`src/rtl/mem_port_arbiter_pkg.sv`:
```
// Shared types and constants for the unified memory port arbiter.
package mem_arb_pkg;

  typedef enum logic [1:0] {
    IDLE      = 2'd0,
    READ_WAIT = 2'd1,
    HALTED    = 2'd2
  } arb_state_t;

  localparam logic REQ_IF = 1'b0;
  localparam logic REQ_LS = 1'b1;

  localparam int LAT_CNT_W   = 3;
  localparam int DEFER_CNT_W = 3;

endpackage

```
`src/rtl/mem_port_arbiter_if.sv`:
```
// CPU-side request/response and memory-macro signals of the arbiter.
interface mem_port_arbiter_if #(
  parameter int ADDR_W = 32,
  parameter int DATA_W = 32
);

  logic              if_req;
  logic [ADDR_W-1:0] if_addr;
  logic              if_gnt;
  logic              if_rvalid;
  logic [DATA_W-1:0] if_rdata;

  logic              ls_req;
  logic              ls_we;
  logic [ADDR_W-1:0] ls_addr;
  logic [DATA_W-1:0] ls_wdata;
  logic              ls_gnt;
  logic              ls_rvalid;
  logic [DATA_W-1:0] ls_rdata;

  logic              mem_en;
  logic              mem_we;
  logic [ADDR_W-1:0] mem_addr;
  logic [DATA_W-1:0] mem_wdata;
  logic [DATA_W-1:0] mem_rdata;

  logic              busy;
  logic              halted;

  // master: the arbiter itself; slave: pipeline stages plus memory macro
  modport master (
    input  if_req, if_addr, ls_req, ls_we, ls_addr, ls_wdata, mem_rdata,
    output if_gnt, if_rvalid, if_rdata, ls_gnt, ls_rvalid, ls_rdata,
           mem_en, mem_we, mem_addr, mem_wdata, busy, halted
  );

  modport slave (
    output if_req, if_addr, ls_req, ls_we, ls_addr, ls_wdata, mem_rdata,
    input  if_gnt, if_rvalid, if_rdata, ls_gnt, ls_rvalid, ls_rdata,
           mem_en, mem_we, mem_addr, mem_wdata, busy, halted
  );

endinterface

```
`src/rtl/mem_port_arbiter_sel.sv`:
```
// LS-priority pick with anti-starvation override for a waiting IF request.
module arb_priority_sel
  import mem_arb_pkg::*;
#(
  parameter int MAX_DEFER = 2
) (
  input  logic                   if_req,
  input  logic                   ls_req,
  input  logic [DEFER_CNT_W-1:0] defer_cnt,
  output logic                   valid,
  output logic                   winner
);

  localparam logic [DEFER_CNT_W-1:0] DEFER_LIMIT = DEFER_CNT_W'(MAX_DEFER);

  logic if_starved;

  assign if_starved = (defer_cnt >= DEFER_LIMIT);
  assign valid      = if_req | ls_req;
  assign winner     = (if_req && (if_starved || !ls_req)) ? REQ_IF : REQ_LS;

endmodule

```
`src/rtl/mem_port_arbiter.sv`:
```
// Single-port memory arbiter between IF and LS with fixed read latency and halt drain.
//
// state     | meaning
// IDLE      | no read in flight, may grant
// READ_WAIT | read in flight, counting down the memory latency
// HALTED    | stopped by haltext, requests ignored
module mem_port_arbiter
  import mem_arb_pkg::*;
#(
  parameter int ADDR_W    = 32,
  parameter int DATA_W    = 32,
  parameter int MEM_LAT   = 2,
  parameter int MAX_DEFER = 2
) (
  input  logic               clk,
  input  logic               reset,
  input  logic               haltext,
  mem_port_arbiter_if.master bus
);

  localparam logic [LAT_CNT_W-1:0] LAT_LOAD = LAT_CNT_W'(MEM_LAT - 1);

  arb_state_t             state, state_nx;
  logic [LAT_CNT_W-1:0]   lat_cnt, lat_cnt_nx;
  logic [DEFER_CNT_W-1:0] defer_cnt, defer_nx;
  logic                   rd_owner, rd_owner_nx;

  logic              if_gnt_q, ls_gnt_q, mem_en_q, mem_we_q;
  logic              if_rvalid_q, ls_rvalid_q, busy_q, halted_q;
  logic [ADDR_W-1:0] mem_addr_q, mem_addr_nx;
  logic [DATA_W-1:0] mem_wdata_q, mem_wdata_nx;
  logic              if_gnt_nx, ls_gnt_nx, mem_we_nx;
  logic              if_rvalid_nx, ls_rvalid_nx;

  logic sel_valid, sel_winner;
  logic read_done, can_grant, grant;

  arb_priority_sel #(.MAX_DEFER(MAX_DEFER)) u_sel (
    .if_req    (bus.if_req),
    .ls_req    (bus.ls_req),
    .defer_cnt (defer_cnt),
    .valid     (sel_valid),
    .winner    (sel_winner)
  );

  always_comb begin
    state_nx     = state;
    lat_cnt_nx   = lat_cnt;
    defer_nx     = defer_cnt;
    rd_owner_nx  = rd_owner;
    mem_addr_nx  = mem_addr_q;
    mem_wdata_nx = mem_wdata_q;
    if_gnt_nx    = 1'b0;
    ls_gnt_nx    = 1'b0;
    mem_we_nx    = 1'b0;
    if_rvalid_nx = 1'b0;
    ls_rvalid_nx = 1'b0;
    grant        = 1'b0;

    read_done = (state == READ_WAIT) && (lat_cnt == '0);

    case (state)
      IDLE: begin
        if (haltext) state_nx = HALTED;
      end
      READ_WAIT: begin
        if (read_done) begin
          state_nx = IDLE;
          if (rd_owner == REQ_LS) ls_rvalid_nx = 1'b1;
          else                    if_rvalid_nx = 1'b1;
        end else begin
          lat_cnt_nx = lat_cnt - LAT_CNT_W'(1);
        end
      end
      HALTED: begin
        if (!haltext) state_nx = IDLE;
      end
      default: state_nx = IDLE;
    endcase

    // A completing read frees the port in the same cycle its rvalid goes out.
    can_grant = !haltext && ((state == IDLE) || read_done);

    if (can_grant && sel_valid) begin
      grant = 1'b1;
      if (sel_winner == REQ_LS) begin
        ls_gnt_nx    = 1'b1;
        mem_we_nx    = bus.ls_we;
        mem_addr_nx  = bus.ls_addr;
        mem_wdata_nx = bus.ls_wdata;
        if (!bus.ls_we) begin
          state_nx    = READ_WAIT;
          lat_cnt_nx  = LAT_LOAD;
          rd_owner_nx = REQ_LS;
        end
      end else begin
        if_gnt_nx    = 1'b1;
        mem_addr_nx  = bus.if_addr;
        mem_wdata_nx = '0;
        state_nx     = READ_WAIT;
        lat_cnt_nx   = LAT_LOAD;
        rd_owner_nx  = REQ_IF;
      end
    end

    // Starvation count is frozen while halted so it survives the stop.
    if (state != HALTED) begin
      if ((grant && (sel_winner == REQ_IF)) || !bus.if_req) defer_nx = '0;
      else if (grant)                                        defer_nx = defer_cnt + DEFER_CNT_W'(1);
    end
  end

  always_ff @(posedge clk) begin
    if (reset) begin
      state       <= IDLE;
      lat_cnt     <= '0;
      defer_cnt   <= '0;
      rd_owner    <= REQ_IF;
      if_gnt_q    <= 1'b0;
      ls_gnt_q    <= 1'b0;
      mem_en_q    <= 1'b0;
      mem_we_q    <= 1'b0;
      mem_addr_q  <= '0;
      mem_wdata_q <= '0;
      if_rvalid_q <= 1'b0;
      ls_rvalid_q <= 1'b0;
      busy_q      <= 1'b0;
      halted_q    <= 1'b0;
    end else begin
      state       <= state_nx;
      lat_cnt     <= lat_cnt_nx;
      defer_cnt   <= defer_nx;
      rd_owner    <= rd_owner_nx;
      if_gnt_q    <= if_gnt_nx;
      ls_gnt_q    <= ls_gnt_nx;
      mem_en_q    <= grant;
      mem_we_q    <= mem_we_nx;
      mem_addr_q  <= mem_addr_nx;
      mem_wdata_q <= mem_wdata_nx;
      if_rvalid_q <= if_rvalid_nx;
      ls_rvalid_q <= ls_rvalid_nx;
      busy_q      <= (state_nx == READ_WAIT);
      halted_q    <= (state_nx == HALTED);
    end
  end

  assign bus.if_gnt    = if_gnt_q;
  assign bus.ls_gnt    = ls_gnt_q;
  assign bus.mem_en    = mem_en_q;
  assign bus.mem_we    = mem_we_q;
  assign bus.mem_addr  = mem_addr_q;
  assign bus.mem_wdata = mem_wdata_q;
  assign bus.if_rvalid = if_rvalid_q;
  assign bus.ls_rvalid = ls_rvalid_q;
  assign bus.busy      = busy_q;
  assign bus.halted    = halted_q;
  assign bus.if_rdata  = if_rvalid_q ? bus.mem_rdata : '0;
  assign bus.ls_rdata  = ls_rvalid_q ? bus.mem_rdata : '0;

endmodule

```
`src/flat_wrapper.sv`:
```
// flat-port wrapper written by rule: the top's interface ports become plain ports
module mem_port_arbiter_flat import mem_arb_pkg::*;
#(
  parameter int ADDR_W    = 32,
  parameter int DATA_W    = 32,
  parameter int MEM_LAT   = 2,
  parameter int MAX_DEFER = 2
)
  (clk, reset, haltext, bus_if_req, bus_if_addr, bus_ls_req, bus_ls_we, bus_ls_addr, bus_ls_wdata, bus_mem_rdata, bus_if_gnt, bus_if_rvalid, bus_if_rdata, bus_ls_gnt, bus_ls_rvalid, bus_ls_rdata, bus_mem_en, bus_mem_we, bus_mem_addr, bus_mem_wdata, bus_busy, bus_halted);
  mem_port_arbiter_if #(.ADDR_W(ADDR_W), .DATA_W(DATA_W)) bus_i ();
  input  logic clk;
  input  logic reset;
  input  logic haltext;
  input wire logic [$bits(bus_i.if_req)-1:0] bus_if_req;
  input wire logic [$bits(bus_i.if_addr)-1:0] bus_if_addr;
  input wire logic [$bits(bus_i.ls_req)-1:0] bus_ls_req;
  input wire logic [$bits(bus_i.ls_we)-1:0] bus_ls_we;
  input wire logic [$bits(bus_i.ls_addr)-1:0] bus_ls_addr;
  input wire logic [$bits(bus_i.ls_wdata)-1:0] bus_ls_wdata;
  input wire logic [$bits(bus_i.mem_rdata)-1:0] bus_mem_rdata;
  output wire logic [$bits(bus_i.if_gnt)-1:0] bus_if_gnt;
  output wire logic [$bits(bus_i.if_rvalid)-1:0] bus_if_rvalid;
  output wire logic [$bits(bus_i.if_rdata)-1:0] bus_if_rdata;
  output wire logic [$bits(bus_i.ls_gnt)-1:0] bus_ls_gnt;
  output wire logic [$bits(bus_i.ls_rvalid)-1:0] bus_ls_rvalid;
  output wire logic [$bits(bus_i.ls_rdata)-1:0] bus_ls_rdata;
  output wire logic [$bits(bus_i.mem_en)-1:0] bus_mem_en;
  output wire logic [$bits(bus_i.mem_we)-1:0] bus_mem_we;
  output wire logic [$bits(bus_i.mem_addr)-1:0] bus_mem_addr;
  output wire logic [$bits(bus_i.mem_wdata)-1:0] bus_mem_wdata;
  output wire logic [$bits(bus_i.busy)-1:0] bus_busy;
  output wire logic [$bits(bus_i.halted)-1:0] bus_halted;
  assign bus_i.if_req = bus_if_req;
  assign bus_i.if_addr = bus_if_addr;
  assign bus_i.ls_req = bus_ls_req;
  assign bus_i.ls_we = bus_ls_we;
  assign bus_i.ls_addr = bus_ls_addr;
  assign bus_i.ls_wdata = bus_ls_wdata;
  assign bus_i.mem_rdata = bus_mem_rdata;
  assign bus_if_gnt = bus_i.if_gnt;
  assign bus_if_rvalid = bus_i.if_rvalid;
  assign bus_if_rdata = bus_i.if_rdata;
  assign bus_ls_gnt = bus_i.ls_gnt;
  assign bus_ls_rvalid = bus_i.ls_rvalid;
  assign bus_ls_rdata = bus_i.ls_rdata;
  assign bus_mem_en = bus_i.mem_en;
  assign bus_mem_we = bus_i.mem_we;
  assign bus_mem_addr = bus_i.mem_addr;
  assign bus_mem_wdata = bus_i.mem_wdata;
  assign bus_busy = bus_i.busy;
  assign bus_halted = bus_i.halted;
  mem_port_arbiter #(.ADDR_W(ADDR_W), .DATA_W(DATA_W), .MEM_LAT(MEM_LAT), .MAX_DEFER(MAX_DEFER)) u_core (.clk(clk), .reset(reset), .haltext(haltext), .bus(bus_i));
endmodule
```
`config.mk`:
```
export PLATFORM = sky130hd
export DESIGN_NAME = mem_port_arbiter_flat
export DESIGN_NICKNAME = d
export VERILOG_FILES = /design/src/rtl/mem_port_arbiter_pkg.sv /design/src/rtl/mem_port_arbiter_if.sv /design/src/rtl/mem_port_arbiter_sel.sv /design/src/rtl/mem_port_arbiter.sv /design/src/flat_wrapper.sv
export SDC_FILE = /design/constraint.sdc
export NUM_CORES = 1
export LEC_CHECK = 0
export CELL_PAD_IN_SITES_DETAIL_PLACEMENT = 0
export CELL_PAD_IN_SITES_GLOBAL_PLACEMENT = 1
export CORE_MARGIN = 4
export CORE_UTILIZATION = 23
export CTS_CLUSTER_SIZE = 8
export DETAILED_ROUTE_END_ITERATION = 12
export PLACE_DENSITY = 0.9
export SYNTH_ARGS = -nofsm -noshare
export SYNTH_HDL_FRONTEND = slang
export SYNTH_SLANG_ARGS = --single-unit
```
`constraint.sdc`:
```
create_clock -name clk -period 2.5 [get_ports clk]
set_input_delay 0.375 -clock clk [delete_from_list [all_inputs] [get_ports clk]]
set_output_delay 0.375 -clock clk [all_outputs]
set_load 0.005 [all_outputs]
```
After elaboration in Yosys (flattened, before gate mapping) --
Cells that the tools add are included.
Word-level totals: bits in registers 81, bits of input ports 134, output and inout port bits 136, word-level logic and storage cells 71
Operators by class: add/subtract/negate cells 2, $lt $le $gt $ge 1, equal/unequal tests 6, mux-type cells 25, bitwise operators 4, reduce and logical (&&, ||, !) cells 19
Operators by type and width (count):
- $mux 32 | 4
- $mux 3 | 7
- $mux 2 | 6
- $mux 1 | 7
- $pmux 2 s3 | 1
- $reduce_or 3->1 | 2
- $logic_and 1x1->1 | 5
- $eq 2x1->1 const B | 2
- $eq 2x2->1 const B | 2
- $reduce_and 2->1 | 2
- $add 3x1->3 const B | 1
- $ge 3x2->1 const B | 1
- $logic_not 1->1 | 3
- $logic_not 3->1 | 1
- $logic_or 1x1->1 | 3
- $not 1->1 | 3
- $sub 3x1->3 const B | 1
- $logic_not 2->1 | 1
- $ne 2x1->1 const B | 1
- $ne 2x2->1 const B | 1
- $reduce_bool 2->1 | 1
- $reduce_or 2->1 | 1
- $or 1x1->1 | 1

Depth between registers and ports, before layout --
Gate-level depths: netlist (run 1).
word-level depth 10, depth in mapped cells 9, gate-level depth less buffers 6

By module --
From an unflattened synthesis (run 1), not the netlist that was laid out.
Unflattened totals: cells, all modules 426, area total of the unflattened synthesis 3671.0 um^2
By module, submodules not included:
- mem_port_arbiter | times used 1, cells each 423, area each 3648.5 um^2, seq. area each 1621.6 um^2
- arb_priority_sel | times used 1, cells each 3, area each 22.5 um^2, seq. area each 0.0 um^2

Worst setup path after synthesis (run 1) --
No wires, ideal clock.
path type register to register, start register u_core.lat_cnt[0], end register u_core.mem_wdata_q[22], in the netlist u_core.bus.mem_wdata[22], setup time 0.132 ns, arrival 1.605 ns, data required time 2.368 ns, path slack 0.762 ns, stages on the path, launching flop included 10, buffers on the path 3, clock period less this slack 1.738 ns, path through dfxtp_1 > inv_1 > ha_1 > nand2b_1 > buf_6 > a2111o_1 > buf_2 > buf_2 > nand2_1 > a21oi_1
On the way: word-level cells in the longest chain between the ends 5
RTL lines:
- from (decl) | line mem_port_arbiter.sv:24 | logic [LAT_CNT_W-1:0] lat_cnt, lat_cnt_nx;
- from (signal assigned) | line mem_port_arbiter.sv:131 | lat_cnt <= lat_cnt_nx;
- $logic_not 3->1 | line mem_port_arbiter.sv:60 | read_done = (state == READ_WAIT) && (lat_cnt == '0);
- $logic_and 1x1->1 | line mem_port_arbiter.sv:60
- $logic_or 1x1->1 | line mem_port_arbiter.sv:82 | can_grant = !haltext && ((state == IDLE) || read_done);
- $logic_and 1x1->1 | line mem_port_arbiter.sv:82
- $logic_and 1x1->1 | line mem_port_arbiter.sv:84 | if (can_grant && sel_valid) begin
- to (signal assigned) | line mem_port_arbiter.sv:139 | mem_wdata_q <= mem_wdata_nx;
- to (decl) | line mem_port_arbiter.sv:31 | logic [DATA_W-1:0] mem_wdata_q, mem_wdata_nx;
Every way passes these cells. A chain may end at the register's enable or synchronous reset.

Final worst setup path (run 1) --
start register u_core.lat_cnt[0], end register u_core.rd_owner
On the way: word-level cells in the longest chain between the ends 6
RTL lines:
- $logic_not 3->1 | line mem_port_arbiter.sv:60
- $logic_and 1x1->1 | line mem_port_arbiter.sv:60
- $logic_or 1x1->1 | line mem_port_arbiter.sv:82
- $logic_and 1x1->1 | line mem_port_arbiter.sv:82
- $logic_and 1x1->1 | line mem_port_arbiter.sv:84
- $reduce_and 2->1 (no line)
- to (signal assigned) | line mem_port_arbiter.sv:133 | rd_owner <= rd_owner_nx;
- to (decl) | line mem_port_arbiter.sv:26 | logic rd_owner, rd_owner_nx;
Every way passes these cells.

==> flow_metrics.env, run 1 <==
export IMPL_status="completed"
export IMPL_worst_hold_slack_ns=0.448
export IMPL_timing_final_ws_setup_ns=0.424
export IMPL_synth_fa_ha_area_frac=0.00996
export IMPL_ys_top_cells_by_count="81 x dfxtp_1, 69 x nand2_1, 68 x a21oi_1"
export IMPL_synth_top_family_by_area="simple AND/OR/NAND/NOR gates"
export IMPL_gr_total_overflow=0
export IMPL_drv_slew=0
export IMPL_drt_iter0_markers=154
export IMPL_synthesis_area_sq_um=3770
export IMPL_start_kind="flop"
export IMPL_fp_row_count=46
export IMPL_syn_inst=470
export IMPL_routedLengthMet1_um=5010
export IMPL_period_share=0.830
export IMPL_chipHeight_um=136
export IMPL_cts_made_buffers=9
export IMPL_synth_edf_count=0
export IMPL_clockRootBuffer="clkbuf_16"
export IMPL_tns_ns=0
export IMPL_clock_latency_ns=0.34
export IMPL_seqPwrFrac=0.426
export IMPL_cts_tree="done"
export IMPL_drc_errors=0
export IMPL_synthToLayoutAreaGrowth_pct=83.9
export IMPL_start_util=0.236
export IMPL_power_switching_mw=0.855
export IMPL_tightest_slew_ns=0.723
export IMPL_drive_gt1_frac=0.0592
export IMPL_powerDensity_nw_per_um2=480
export IMPL_syn_num_nets=607
export IMPL_max_stage_delay_ns=0.49
export IMPL_async_flop_share=0
export IMPL_synth_top_area_cell="dfxtp_1"
export IMPL_place_ws_ns=0.310
export IMPL_avgSynthCellArea_sq_um=8.02
export IMPL_route_top_layer_used="met4"
export IMPL_clk_pin_slew_worst_paths_ns=0.06
export IMPL_die_area_sq_um=18500
export IMPL_vias=4216
export IMPL_ys_ff_latch=81
export IMPL_slew_headroom=0.518
export IMPL_final_area_sq_um=6930
export IMPL_netlist_area_leader_share=0.430
export IMPL_pwr_share_comb=0.214
export IMPL_required_ns=2.75
export IMPL_ant_nets=0
export IMPL_critPathArrivalTime_ns=2.33
export IMPL_cts_buffer_depth=2
export IMPL_grt_max_degree=40
export IMPL_min_period_ns=2.08
export IMPL_max_cap_violations=0
export IMPL_crit_chain="inv_1 > ha_1 > nand2b_1 > a2111oi_4 > buf_4 > a21oi_1 > a211oi_1"
export IMPL_antenna_found_initial=0
export IMPL_hpwl_um=10700
export IMPL_cts_hold_buf=0
export IMPL_dr_pass1_iters=4
export IMPL_gp_congestion=0.775
export IMPL_grt_pass1_wl_um=21000
export IMPL_synth_most_common_cell="dfxtp_1"
export IMPL_slowest_stage="a2111oi_4"
export IMPL_drt_total_wl_um=13900
export IMPL_cp_max_fo=29
export IMPL_post_cts_resized=0
export IMPL_p_leak_nw=2.48
export IMPL_crit_path_end_kind="flop"
export IMPL_routedWlPerCell_um=14.8
export IMPL_hold_viol=0
export IMPL_met3_length_um=1750
export IMPL_num_antenna_cells=0
export IMPL_grt_util_all_layers=0.143
export IMPL_wl_met2_um=6900
export IMPL_internal_power_mw=2.47
export IMPL_grt_pass1_vias=4197
export IMPL_synthFlopType="dfxtp_1"
export IMPL_io_pins=270
export IMPL_seq_area_frac_synth=0.430
export IMPL_yosysWarnings=0
export IMPL_chipWidth_um=136
export IMPL_fin_util=0.435
export IMPL_rsz0062_at_grt="false"
export IMPL_synthTopCellsByArea="dfxtp_1 43%, and2_1 11%, a21oi_1 9.0%"
export IMPL_synth_xor_area_share=0.00232
export IMPL_vias_per_cell=4.48
export IMPL_synthSimpleGateAreaFrac=0.294
export IMPL_portBuffers=269
export IMPL_setup_viol=0
export IMPL_ys_types=36
export IMPL_synth_mux_area_frac=0.00565
export IMPL_placed_area_sq_um=6660
export IMPL_power_mw=3.33
export IMPL_placed_cells=926
export IMPL_core_sq_um=15900
export IMPL_fmax_mhz=482
export IMPL_path_class="reg -> reg"
export IMPL_fin_skew_ns=0.00498
export IMPL_pwr_share_clk=0.359
export IMPL_clkSinkCount=81
export IMPL_fin_cells=942
export IMPL_synth_compound_area_frac=0.197
export IMPL_htree_levels=3
export IMPL_peakVddDrop_uv=243
export IMPL_post_cts_buffers=0
export IMPL_switching_share=0.257
export IMPL_finalNetCount=858
export IMPL_hp_class="reg -> reg"
critical path: cells and delay by family, from the launching register on:
family | cells | cell delay [ns]
compound gates | 3 | 0.82
fa+ha+maj | 1 | 0.18
buf+inv | 2 | 0.48
flops | 1 | 0.30
simple gates | 1 | 0.21
cell type report:
cell class	instances	area, sq um
tap	216	270
clock inverter	5	32.5
inverter	4	15.0
timing repair buffer	282	2840
fill	1636	9010
multi-input combinational	343	1920
sequential	81	1620
clock buffer	11	233
kinds of logic (layout without fill, tap and decap cells):
family / Yosys count / after routing
AO/OA/AOI/OAI: 112 / 112
XOR/XNOR: 1 / 1
adder cells (fa/ha/maj): 3 / 3
buffers and inverters: 46 / 302
flip-flops: 81 / 81
multiplexers: 2 / 2
AND/OR/NAND/NOR: 225 / 225
power by group through the flow:
stage	Clock, mW	Sequential, mW	Combinational (mW)
after CTS	1.24	1.42	0.725
after detailed placement	0	1.45	0.721
final	1.20	1.42	0.713
after global placement	0	1.44	0.718
after floorplan	0	1.45	0.262
after global routing	1.29	1.43	0.779
sequential cells by signal, indices dropped and copies added (netlist names), 2 cells and up:
signal                flops
u_core.bus.mem_addr      32
u_core.bus.mem_wdata     32
u_core.defer_cnt          3
u_core.lat_cnt            3
u_core.state              2
cell usage in the layout (no fill, tap or decap), drive strengths merged, types with 4 or more instances in the layout:
master	instances
a211oi	34
a21oi	68
and2	66
buf	14
clkbuf	11
clkdlybuf4s50	268
dfxtp	81
inv	4
nand2	69
nand2b	5
nand3	34
nor2	36
nor3	4
path summary, 6_finish.rpt:
kind | startpoint | endpoint | slack (ns) | depth (start not counted)
worst min-delay path | u_core.bus.mem_wdata[21] | u_core.bus.mem_wdata[21] | 0.45 | 2
worst min register to register | u_core.bus.mem_wdata[21] | u_core.bus.mem_wdata[21] | 0.45 | 2
worst max register to register | u_core.lat_cnt[0] | u_core.rd_owner | 0.42 | 7
worst max-delay path | u_core.lat_cnt[0] | u_core.rd_owner | 0.42 | 7
per-layer routing:
layer / vias to the layer above / GRT usage
met5: - / 0
met4: 0 / 0.0532
met3: 22 / 0.0633
met2: 187 / 0.262
met1: 1910 / 0.143
li1: 2097 / -
No activity file was read; power rests on OpenSTA's default activity.
==> run 2, diff against run 1 <==
==> constraint.sdc (replaced) <==
create_clock -name clk -period 1.96 [get_ports clk]
set_input_delay 0.294 -clock clk [delete_from_list [all_inputs] [get_ports clk]]
set_output_delay 0.294 -clock clk [all_outputs]
set_load 0.005 [all_outputs]
==> flow_metrics.env, run 2 (synthesis gave the netlist of run 1 again) <==
export IMPL_crit_path_end_kind="output pin"
export IMPL_powerDensity_nw_per_um2=638
export IMPL_fin_util=0.445
export IMPL_max_stage_delay_ns=0.52
export IMPL_hold_viol=0
export IMPL_rsz0062_at_grt="false"
export IMPL_finalNetCount=866
export IMPL_setup_viol=0
export IMPL_fp_row_count=46
export IMPL_die_area_sq_um=18500
export IMPL_most_common_layout_cells="268 x clkdlybuf4s50_1, 81 x dfxtp_1, 68 x nand2_1, 68 x a21oi_1, 66 x and2_1"
export IMPL_routedWlPerCell_um=14.9
export IMPL_path_class="reg -> out"
export IMPL_antenna_found_initial=0
export IMPL_chipHeight_um=136
export IMPL_period_share=0.938
export IMPL_cp_max_fo=33
export IMPL_clk_pin_slew_worst_paths_ns=0.06
export IMPL_clock_latency_ns=0.33
export IMPL_drt_total_wl_um=14200
export IMPL_p_leak_nw=2.57
export IMPL_grt_util_all_layers=0.146
export IMPL_num_antenna_cells=0
export IMPL_cts_made_buffers=9
export IMPL_final_area_sq_um=7090
export IMPL_dr_pass1_iters=4
export IMPL_placed_cells=934
export IMPL_start_kind="flop"
export IMPL_slowest_stage="clkdlybuf4s50_1"
export IMPL_fin_cells=950
export IMPL_tightest_slew_ns=0.491
export IMPL_htree_levels=3
export IMPL_grt_pass1_wl_um=21500
export IMPL_synthToLayoutAreaGrowth_pct=88.3
export IMPL_status="completed"
export IMPL_drc_errors=0
export IMPL_final_common_cell="clkdlybuf4s50_1"
export IMPL_required_ns=1.67
export IMPL_placed_area_sq_um=6750
export IMPL_portBuffers=269
export IMPL_gr_total_overflow=0
export IMPL_drt_iter0_markers=167
export IMPL_hpwl_um=10900
export IMPL_core_sq_um=15900
export IMPL_fmax_mhz=544
export IMPL_drv_slew=0
export IMPL_slew_headroom=0.673
export IMPL_vias_per_cell=4.49
export IMPL_clockRootBuffer="clkbuf_16"
export IMPL_start_util=0.236
export IMPL_critPathArrivalTime_ns=1.54
export IMPL_vias=4261
export IMPL_chipWidth_um=136
export IMPL_ant_nets=0
export IMPL_grt_pass1_vias=4141
export IMPL_io_pins=270
export IMPL_fin_skew_ns=0.00838
export IMPL_cts_buffer_depth=2
export IMPL_gp_congestion=0.772
export IMPL_grt_max_degree=47
export IMPL_clkSinkCount=81
export IMPL_peakVddDrop_uv=447
export IMPL_crit_chain="buf_8 > and2_1 > clkdlybuf4s50_1"
export IMPL_hp_class="in -> reg"
export IMPL_max_cap_violations=0
export IMPL_n_fill_cell=1614
export IMPL_min_period_ns=1.84
export IMPL_cts_tree="done"
export IMPL_drive_gt1_frac=0.0736
export IMPL_cts_hold_buf=0
## run 2: cell types whose count changed in the layout (fill, tap and decap cells not counted), sizes merged
| cell | delta |
|---|---|
| clkinvlp | -2 |
| clkinv | -2 |
| clkbuf | +2 |
| bufinv | +1 |
| buf | +8 |
| inv | +1 |
## run 2: power by group
group / leakage [nW] / switching (mW) / internal, mW
Combinational: 1.75 / 0.370 / 0.576
Sequential: 0.664 / 0.0567 / 1.75
Clock: 0.152 / 0.671 / 1.10
Total: 2.57 / 1.10 / 3.42
## run 2: area by class of cell
class	count	area (sq um)	share of cell area
clock buffers	13	270	0.0381
clock inverters	3	46.3	0.00653
inverters	4	15.0	0.00212
flip-flops and latches	81	1620	0.229
repair buffers	290	2940	0.414
well taps	216	270	0.0381
multi-input cells	343	1930	0.272
## run 2: critical path: cells and delay by family, from the launching register on
| family | cells | cell delay, ns |
|---|---|---|
| flops | 1 | 0.34 |
| simple gates | 1 | 0.17 |
| buf+inv | 2 | 0.70 |
## run 2: layer usage
metal,share of wire,track usage,vias up
met3,0.12,0.0648,13
li1,-,-,2105
met4,0.0097,0.0381,0
met2,0.50,0.270,186
met5,0,0,-
met1,0.37,0.150,1957
## run 2: path summary, 6_finish.rpt
check                           from                       end  slack (ns)  cells after the start
min                            reset  u_core.bus.mem_wdata[27]        0.43                      2
min reg2reg  u_core.bus.mem_wdata[8]   u_core.bus.mem_wdata[8]        0.45                      2
max             u_core.bus.ls_rvalid          bus_ls_rdata[22]        0.12                      3
max reg2reg        u_core.lat_cnt[0]    u_core.bus.mem_addr[9]        0.15                      7
## run 2: repair_timing
item,in CTS,in global routing
buffers inserted,0,0
gates resized for setup,0,7
endpoints found under the setup margin,0,81
hold endpoints to repair,0,0
## run 2: metrics by stage
stage | TNS (ns) | worst slack, ns | power, mW | hold WS, ns
floorplan | 0 | 0.222 | 2.18 | 0.414
finish | 0 | 0.122 | 4.52 | 0.427
detailed placement | -0.342 | -0.108 | 2.79 | 0.442
global route | 0 | 0.0102 | 4.74 | 0.443
CTS | 0 | 0.0201 | 4.58 | 0.424
global placement | -0.0467 | -0.0426 | 2.79 | 0.438
